$ cat config.mk
export PLATFORM = sky130hd
export DESIGN_NAME = ad9228_lvds_tx
export DESIGN_NICKNAME = d
export VERILOG_FILES = /design/src/rtl/ad9228_pkg.sv /design/src/rtl/ad9228_lane_ser.sv /design/src/rtl/ad9228_lvds_tx.sv
export SDC_FILE = /design/constraint.sdc
export NUM_CORES = 1
export LEC_CHECK = 0
export ABC_AREA = 1
export BUFFER_PORTS_ARGS = -buffer_cell sky130_fd_sc_hd__buf_4
export CAP_MARGIN = 30
export CORE_MARGIN = 2
export CORE_UTILIZATION = 50
export DETAILED_ROUTE_END_ITERATION = 7
export GPL_ROUTABILITY_DRIVEN = 0
export PLACE_DENSITY_LB_ADDON = 0.12
export SETUP_SLACK_MARGIN = 0.3
export SYNTH_ARGS = -nofsm -noshare
export SYNTH_HDL_FRONTEND = slang
export SYNTH_SLANG_ARGS = --single-unit
$ cat constraint.sdc
create_clock -name clk -period 2 [get_ports clk]
set_clock_uncertainty 0.1 [all_clocks]
set_input_delay 0.4 -clock clk [delete_from_list [all_inputs] [get_ports clk]]
set_output_delay 0.4 -clock clk [all_outputs]
set_load 0.03 [all_outputs]
$ cat src/rtl/ad9228_pkg.sv
// Shared definitions for the AD9228 serial interface (transmit emulator and receive side).
// Build option AD9228_TX_RAMP_EN enables the per-lane test ramp in ad9228_lvds_tx.
package ad9228_pkg;

    typedef enum logic [1:0] {
        IDLE   = 2'd0,
        SYNC   = 2'd1,
        STREAM = 2'd2,
        DRAIN  = 2'd3
    } tx_state_t;

    localparam int          DATA_WIDTH_DEF   = 12;
    localparam int          NUM_CHANNELS_DEF = 4;
    localparam logic [11:0] SYNC_PATTERN_DEF = 12'hA5C;
    localparam logic [11:0] IDLE_PATTERN_DEF = 12'h800;

    function automatic logic [15:0] sat_inc16(input logic [15:0] value);
        return (value == 16'hFFFF) ? value : value + 16'd1;
    endfunction

endpackage

$ cat src/rtl/ad9228_lane_ser.sv
// One AD9228 data lane: parallel-load shift register sending MSB first, with optional
// output inversion. Loading takes priority over shifting.
module ad9228_lane_ser
    import ad9228_pkg::*;
#(
    parameter int DATA_WIDTH = DATA_WIDTH_DEF,
    parameter bit INVERT     = 1'b0
) (
    input  logic                  clk_i,
    input  logic                  rst_n_i,
    input  logic                  load_i,
    input  logic                  shift_i,
    input  logic [DATA_WIDTH-1:0] data_i,
    output logic                  din_o
);

    logic [DATA_WIDTH-1:0] shreg_q;
    logic [DATA_WIDTH-1:0] shreg_d;

    always_comb begin
        shreg_d = shreg_q;
        if (load_i) begin
            shreg_d = data_i;
        end else if (shift_i) begin
            shreg_d = {shreg_q[DATA_WIDTH-2:0], 1'b0};
        end
    end

    always_ff @(posedge clk_i or negedge rst_n_i) begin
        if (!rst_n_i) begin
            shreg_q <= '0;
        end else begin
            shreg_q <= shreg_d;
        end
    end

    assign din_o = shreg_q[DATA_WIDTH-1] ^ INVERT;

endmodule

$ cat src/rtl/ad9228_lvds_tx.sv
// AD9228 serial output emulator: FSM, framing (fco/dco), sample handshake and underrun tracking.
// Define AD9228_TX_RAMP_EN to add the test_ramp input and per-lane ramp generator.
module ad9228_lvds_tx
    import ad9228_pkg::*;
#(
    parameter int                    NUM_CHANNELS = NUM_CHANNELS_DEF,
    parameter int                    DATA_WIDTH   = DATA_WIDTH_DEF,
    parameter int                    SYNC_FRAMES  = 16,
    parameter logic [DATA_WIDTH-1:0] SYNC_PATTERN = DATA_WIDTH'(SYNC_PATTERN_DEF),
    parameter logic [DATA_WIDTH-1:0] IDLE_PATTERN = DATA_WIDTH'(IDLE_PATTERN_DEF),
    parameter bit                    DIN_INVERTED = 1'b0,
    parameter bit                    DCO_INVERTED = 1'b0,
    parameter bit                    FCO_INVERTED = 1'b0
) (
    input  logic                                   clk,
    input  logic                                   rstn,
    input  logic                                   tx_en,
    input  logic                                   s_valid,
    output logic                                   s_ready,
    input  logic [NUM_CHANNELS-1:0][DATA_WIDTH-1:0] s_data,
`ifdef AD9228_TX_RAMP_EN
    input  logic                                   test_ramp,
`endif
    output logic [NUM_CHANNELS-1:0]                din,
    output logic                                   fco,
    output logic                                   dco,
    output logic                                   busy,
    output logic                                   underrun,
    output logic [15:0]                            underrun_cnt
);

    localparam int               CNT_W     = $clog2(DATA_WIDTH);
    localparam int               FRM_W     = $clog2(SYNC_FRAMES + 1);
    localparam logic [CNT_W-1:0] LAST_BIT  = CNT_W'(DATA_WIDTH - 1);
    localparam logic [CNT_W-1:0] HALF_BIT  = CNT_W'(DATA_WIDTH / 2);
    localparam logic [FRM_W-1:0] LAST_SYNC = FRM_W'(SYNC_FRAMES - 1);

    tx_state_t                              state_q, state_d;
    logic [CNT_W-1:0]                       bit_cnt_q, bit_cnt_d;
    logic [FRM_W-1:0]                       frame_cnt_q, frame_cnt_d;
    logic                                   fco_q, fco_d;
    logic                                   dco_q, dco_d;
    logic                                   busy_q;
    logic                                   underrun_q;
    logic [15:0]                            underrun_cnt_q;

    logic                                   last_bit;
    logic                                   stream_slot;
    logic                                   take_underrun;
    logic                                   ramp_sel;
    logic                                   lane_load;
    logic                                   lane_shift;
    logic [NUM_CHANNELS-1:0][DATA_WIDTH-1:0] lane_word;
    logic [NUM_CHANNELS-1:0][DATA_WIDTH-1:0] ramp_word;

    assign last_bit    = (bit_cnt_q == LAST_BIT);
    // The final SYNC frame already behaves as a STREAM frame for the handshake.
    assign stream_slot = (state_q == STREAM) || ((state_q == SYNC) && (frame_cnt_q == LAST_SYNC));

    assign s_ready       = tx_en && last_bit && stream_slot && !ramp_sel;
    assign take_underrun = s_ready && !s_valid;

`ifdef AD9228_TX_RAMP_EN
    logic [DATA_WIDTH-1:0] ramp_q, ramp_d;
    logic                  ramp_load;

    assign ramp_sel  = test_ramp;
    assign ramp_load = test_ramp && tx_en && last_bit && stream_slot;

    always_comb begin
        for (int i = 0; i < NUM_CHANNELS; i++) begin
            ramp_word[i] = ramp_q + DATA_WIDTH'(i);
        end
    end

    always_comb begin
        ramp_d = ramp_q;
        if (state_q == IDLE) begin
            ramp_d = '0;
        end else if (ramp_load) begin
            ramp_d = ramp_q + DATA_WIDTH'(1);
        end
    end

    always_ff @(posedge clk or negedge rstn) begin
        if (!rstn) begin
            ramp_q <= '0;
        end else begin
            ramp_q <= ramp_d;
        end
    end
`else
    assign ramp_sel  = 1'b0;
    assign ramp_word = '0;
`endif

    // Every frame boundary reloads the lanes so that bit_cnt = 0 always shows a word MSB;
    // returning to IDLE loads zeros so din rests at its reset value.
    always_comb begin
        state_d     = state_q;
        frame_cnt_d = frame_cnt_q;
        lane_load   = 1'b0;
        lane_shift  = 1'b0;
        lane_word   = '0;
        unique case (state_q)
            IDLE: begin
                if (tx_en) begin
                    state_d     = SYNC;
                    frame_cnt_d = '0;
                    lane_load   = 1'b1;
                    lane_word   = {NUM_CHANNELS{SYNC_PATTERN}};
                end
            end
            SYNC, STREAM: begin
                if (!last_bit) begin
                    lane_shift = 1'b1;
                    if (!tx_en) begin
                        state_d = DRAIN;
                    end
                end else if (!tx_en) begin
                    state_d   = IDLE;
                    lane_load = 1'b1;
                end else if (!stream_slot) begin
                    frame_cnt_d = frame_cnt_q + FRM_W'(1);
                    lane_load   = 1'b1;
                    lane_word   = {NUM_CHANNELS{SYNC_PATTERN}};
                end else begin
                    state_d   = STREAM;
                    lane_load = 1'b1;
                    if (ramp_sel) begin
                        lane_word = ramp_word;
                    end else if (s_valid) begin
                        lane_word = s_data;
                    end else begin
                        lane_word = {NUM_CHANNELS{IDLE_PATTERN}};
                    end
                end
            end
            DRAIN: begin
                if (last_bit) begin
                    state_d   = IDLE;
                    lane_load = 1'b1;
                end else begin
                    lane_shift = 1'b1;
                end
            end
            default: state_d = IDLE;
        endcase
    end

    always_comb begin
        bit_cnt_d = bit_cnt_q + CNT_W'(1);
        if ((state_q == IDLE) || (state_d == IDLE) || last_bit) begin
            bit_cnt_d = '0;
        end
        fco_d = (state_d != IDLE) && (bit_cnt_d < HALF_BIT);
        dco_d = (state_d != IDLE) ? ~dco_q : 1'b0;
    end

    always_ff @(posedge clk or negedge rstn) begin
        if (!rstn) begin
            state_q        <= IDLE;
            bit_cnt_q      <= '0;
            frame_cnt_q    <= '0;
            fco_q          <= 1'b0;
            dco_q          <= 1'b0;
            busy_q         <= 1'b0;
            underrun_q     <= 1'b0;
            underrun_cnt_q <= '0;
        end else begin
            state_q     <= state_d;
            bit_cnt_q   <= bit_cnt_d;
            frame_cnt_q <= frame_cnt_d;
            fco_q       <= fco_d;
            dco_q       <= dco_d;
            busy_q      <= (state_d != IDLE);
            if (take_underrun) begin
                underrun_q     <= 1'b1;
                underrun_cnt_q <= sat_inc16(underrun_cnt_q);
            end
        end
    end

    for (genvar i = 0; i < NUM_CHANNELS; i++) begin : g_lane
        ad9228_lane_ser #(
            .DATA_WIDTH (DATA_WIDTH),
            .INVERT     (DIN_INVERTED)
        ) u_lane (
            .clk_i   (clk),
            .rst_n_i (rstn),
            .load_i  (lane_load),
            .shift_i (lane_shift),
            .data_i  (lane_word[i]),
            .din_o   (din[i])
        );
    end

    assign fco          = fco_q ^ FCO_INVERTED;
    assign dco          = dco_q ^ DCO_INVERTED;
    assign busy         = busy_q;
    assign underrun     = underrun_q;
    assign underrun_cnt = underrun_cnt_q;

endmodule

==> results.md <==
- Register Area: 1980 sq um
- Slew HR: 0.661
- Fmax: 435 MHz
- Cell leakage power: 2.76 nW
- Final-report setup violation count: 38
- Hold Crit Class: in2reg
- Crit share post-route: 1.15
- GRT overflow: 0
- FF+latch count, synth: 79
- Clock sinks: 79
- Die Wd: 95.1 microns
- Hold Vio Cnt, Final: 0
- R2R Setup Slk: -160 ps
- Worst-path clk slew: 80 ps
- Clock root buffer: clkbuf_8
- Fin. max-slew vios: 0
- Remaining antenna violation count: 0
- CP required: 1500 ps
- Arrival @ worst endpoint: 1800 ps
- Syn_area_per_cell: 7.91 sq um
- Critical path capture point type: primary output
- Setup TNS: -4530 ps
- Worst-margin pin slew: 509 ps
- Yosys warns: 0
- Area grow syn2layout: 34.9%
- DP Worst Slack: -232 ps
- Max VDD drop: 978 uV
- Final nets: 695
- Highest Signal Layer: met4
- Drt via density: 5.28
- Row Count: 33
- Worst Hold Launch: s_data[12]
- DRT iter0 DRCs: 159
- CTS Buffer Depth: 2
- Die Y: 95.1 microns
- Initial core utilization: 0.510
- Fin util: 0.687
- Area of the mapped netlist: 4150 sq um
- CTS tree: yes
- Core Box Area: 8130 sq um
- Metal-1 WL: 4760 microns
- Multi-input gate area: 2070 sq um
- Internal power: 3.93 mW
- Post-Syn Nets: 584
- PortBufs: 76
- Crit path max fanout: 2
- # diodes: 0
- Die area: 9040 sq um
- Seq pwr share: 0.358
- Initial antenna violation count: 0
- Worst reg2reg path endpoint: g_lane[0].u_lane.shreg_q[5]
- Routed wl met3: 540 microns
- WL final: 10,800 microns
- CP Launch Type: flop
- Outcome: finished with violations
- Max cap viols: 0
- Hpwl dp: 6890 microns
- DR DRC count: 0
- Failing checks: setup timing
- Largest net degree at the start of global routing: 50
- Crit path kind: reg2out
- Metal2 WL: 5280 microns
- Ports: 77
- Layout cells sized above 1: 0.309
- PwrDens: 1160 nW/um^2
- Clock power share: 0.194
- First-pass GRT wire length: 17,400 microns
- Switch Pwr: 2.54 mW
- Sw Ratio: 0.392
- H-tree depth: 3
- Final setup margin: -298 ps
- Iteration count of the initial detailed-routing pass: 5
- Hold EP: g_lane[1].u_lane.shreg_q[0]
- Mapped Cells: 524
- Detailed-route via count: 3,926
- Clock latency on the worst-skew pair: 360 ps
- Sequential element share of the synthesized area: 0.477
- Post-route minimum period: 2300 ps
- Fillers: 654
- Total track usage: 0.246
- Synth unique cells: 36
- WL/cell: 14.5 microns
- CTS buffer count: 9
- RSZ-0062 raised after global routing: yes
- R2R Path Start: frame_cnt_q[0]
- Tot Pwr: 6.47 mW
- Combinational power share: 0.448
- Vias in the first global route: 3,829
- Hold Path Depth: 2
- Reg2reg path depth: 15
## Yosys cell counts (all sizes together)
library cell / number / share of area
nand3: 23 / 0.029
xor2: 14 / 0.030
o22ai: 1 / 0.0015
o31ai: 1 / 0.0018
nor2: 64 / 0.064
xnor2: 2 / 0.0042
a21oi: 41 / 0.049
a22o: 2 / 0.0042
buf: 12 / 0.019
o21ai: 67 / 0.081
dfrtp: 79 / 0.48
o21a: 1 / 0.0018
nand2: 115 / 0.11
o211ai: 5 / 0.0091
clkbuf: 13 / 0.012
inv: 58 / 0.053
or2: 1 / 0.0015
clkinv: 1 / 0.00090
nor3b: 1 / 0.0018
nand4: 4 / 0.0060
nor3: 7 / 0.011
ha: 8 / 0.024
a31oi: 2 / 0.0030
nand3b: 2 / 0.0036
## stage by stage
| step | hold WS (ps) | area (sq um) | cells |
|---|---|---|---|
| floorplan | 4.41 | 4180 | 524 |
| global placement | 212 | 4990 | 709 |
| detailed placement | 213 | 4990 | 709 |
| CTS | 147 | 5430 | 738 |
| global route | 161 | 5590 | 743 |
| finish | 150 | 5590 | 743 |
## worst max-delay path: stages, from the launching register on
cell	delay, ps
dfrtp_1	390
ha_2	200
nand2_2	70
nor2_2	40
ha_2	160
nand2_2	70
nand2_2	60
buf_6	120
nand2_4	80
nor2_8	40
buf_6	110
buf_6	130
## power by group through the flow
stage                     Clock, mW  Sequential [mW]  Combinational [mW]
after floorplan                   0             2.34                1.59
after global placement            0             2.32                2.27
after detailed placement          0             2.34                2.34
after CTS                      1.27             2.31                2.60
after global routing           1.33             2.36                3.18
final                          1.26             2.32                2.90
## layer usage
layer	vias up	track usage
met5	-	0
met3	17	0.0466
met2	94	0.408
li1	1914	-
met1	1901	0.324
met4	0	0.0857
## cells by family after synthesis
| family | count (synthesis) | share of synthesized area |
|---|---|---|
| simple gates | 217 | 0.229 |
| xor+xnor | 16 | 0.0338 |
| flops | 79 | 0.477 |
| buf+inv | 84 | 0.0848 |
| compound gates | 120 | 0.152 |
| fa+ha+maj | 8 | 0.0241 |
## final cells by class
cell class | instances | area share
multi-input combinational | 365 | 0.371
sequential | 79 | 0.354
timing repair buffer | 120 | 0.174
inverter | 59 | 0.0409
tap | 105 | 0.0235
clock buffer | 9 | 0.0222
clock inverter | 5 | 0.0134
timing repair inverter | 1 | 0.00157
## sequential cells by signal (all words and copies together) (netlist names)
signal                 cells
bit_cnt_q                  4
busy                       1
dco                        1
fco                        1
frame_cnt_q                5
g_lane.u_lane.shreg_q     48
state_q                    2
underrun                   1
underrun_cnt              16
## timing repair
action,CTS,global route
setup buffers,9,5
gates cloned,5,0
pin swaps,17,14
hold buffers,1,0
endpoints found under the hold margin,19,0
setup endpoints to repair,79,80
gates resized for setup,60,35
## how the worst max path moves through the flow
stage | startpoint | end | cells past startpoint
after global routing | frame_cnt_q[1] | s_ready | 11
final | frame_cnt_q[0] | s_ready | 11
after floorplan | frame_cnt_q[0] | g_lane[0].u_lane.shreg_q[10] | 13
after CTS | frame_cnt_q[1] | s_ready | 11
after detailed placement | frame_cnt_q[0] | g_lane[0].u_lane.shreg_q[4] | 11
after global placement | frame_cnt_q[0] | g_lane[0].u_lane.shreg_q[4] | 11
## layout by cell type, fill, tap and decap left out, types with 2 or more instances in the layout
cell / netlist / routed
nand2_1: 109 / 99
nand3_4: 0 / 2
nand2_4: 3 / 6
buf_4: 4 / 105
nand4_1: 4 / 4
inv_1: 57 / 53
nor2_1: 61 / 52
inv_2: 1 / 4
clkbuf_8: 0 / 9
ha_2: 0 / 2
nand2_2: 3 / 9
a21oi_2: 0 / 5
nor2_2: 1 / 4
bufinv_16: 0 / 2
buf_6: 2 / 12
nor2_4: 1 / 10
nor3_1: 6 / 5
o21ai_2: 0 / 11
dfrtp_1: 79 / 78
ha_1: 8 / 6
clkinv_4: 0 / 2
a21oi_1: 41 / 36
clkinv_2: 0 / 3
xor2_1: 14 / 14
o21ai_0: 67 / 41
o211ai_1: 5 / 5
xnor2_1: 2 / 2
a22o_1: 2 / 2
a31oi_1: 2 / 2
o21ai_1: 0 / 15
buf_12: 0 / 2
nand3b_1: 2 / 2
nand3_1: 22 / 21
Note: power is estimated with default switching activity, not from simulation.
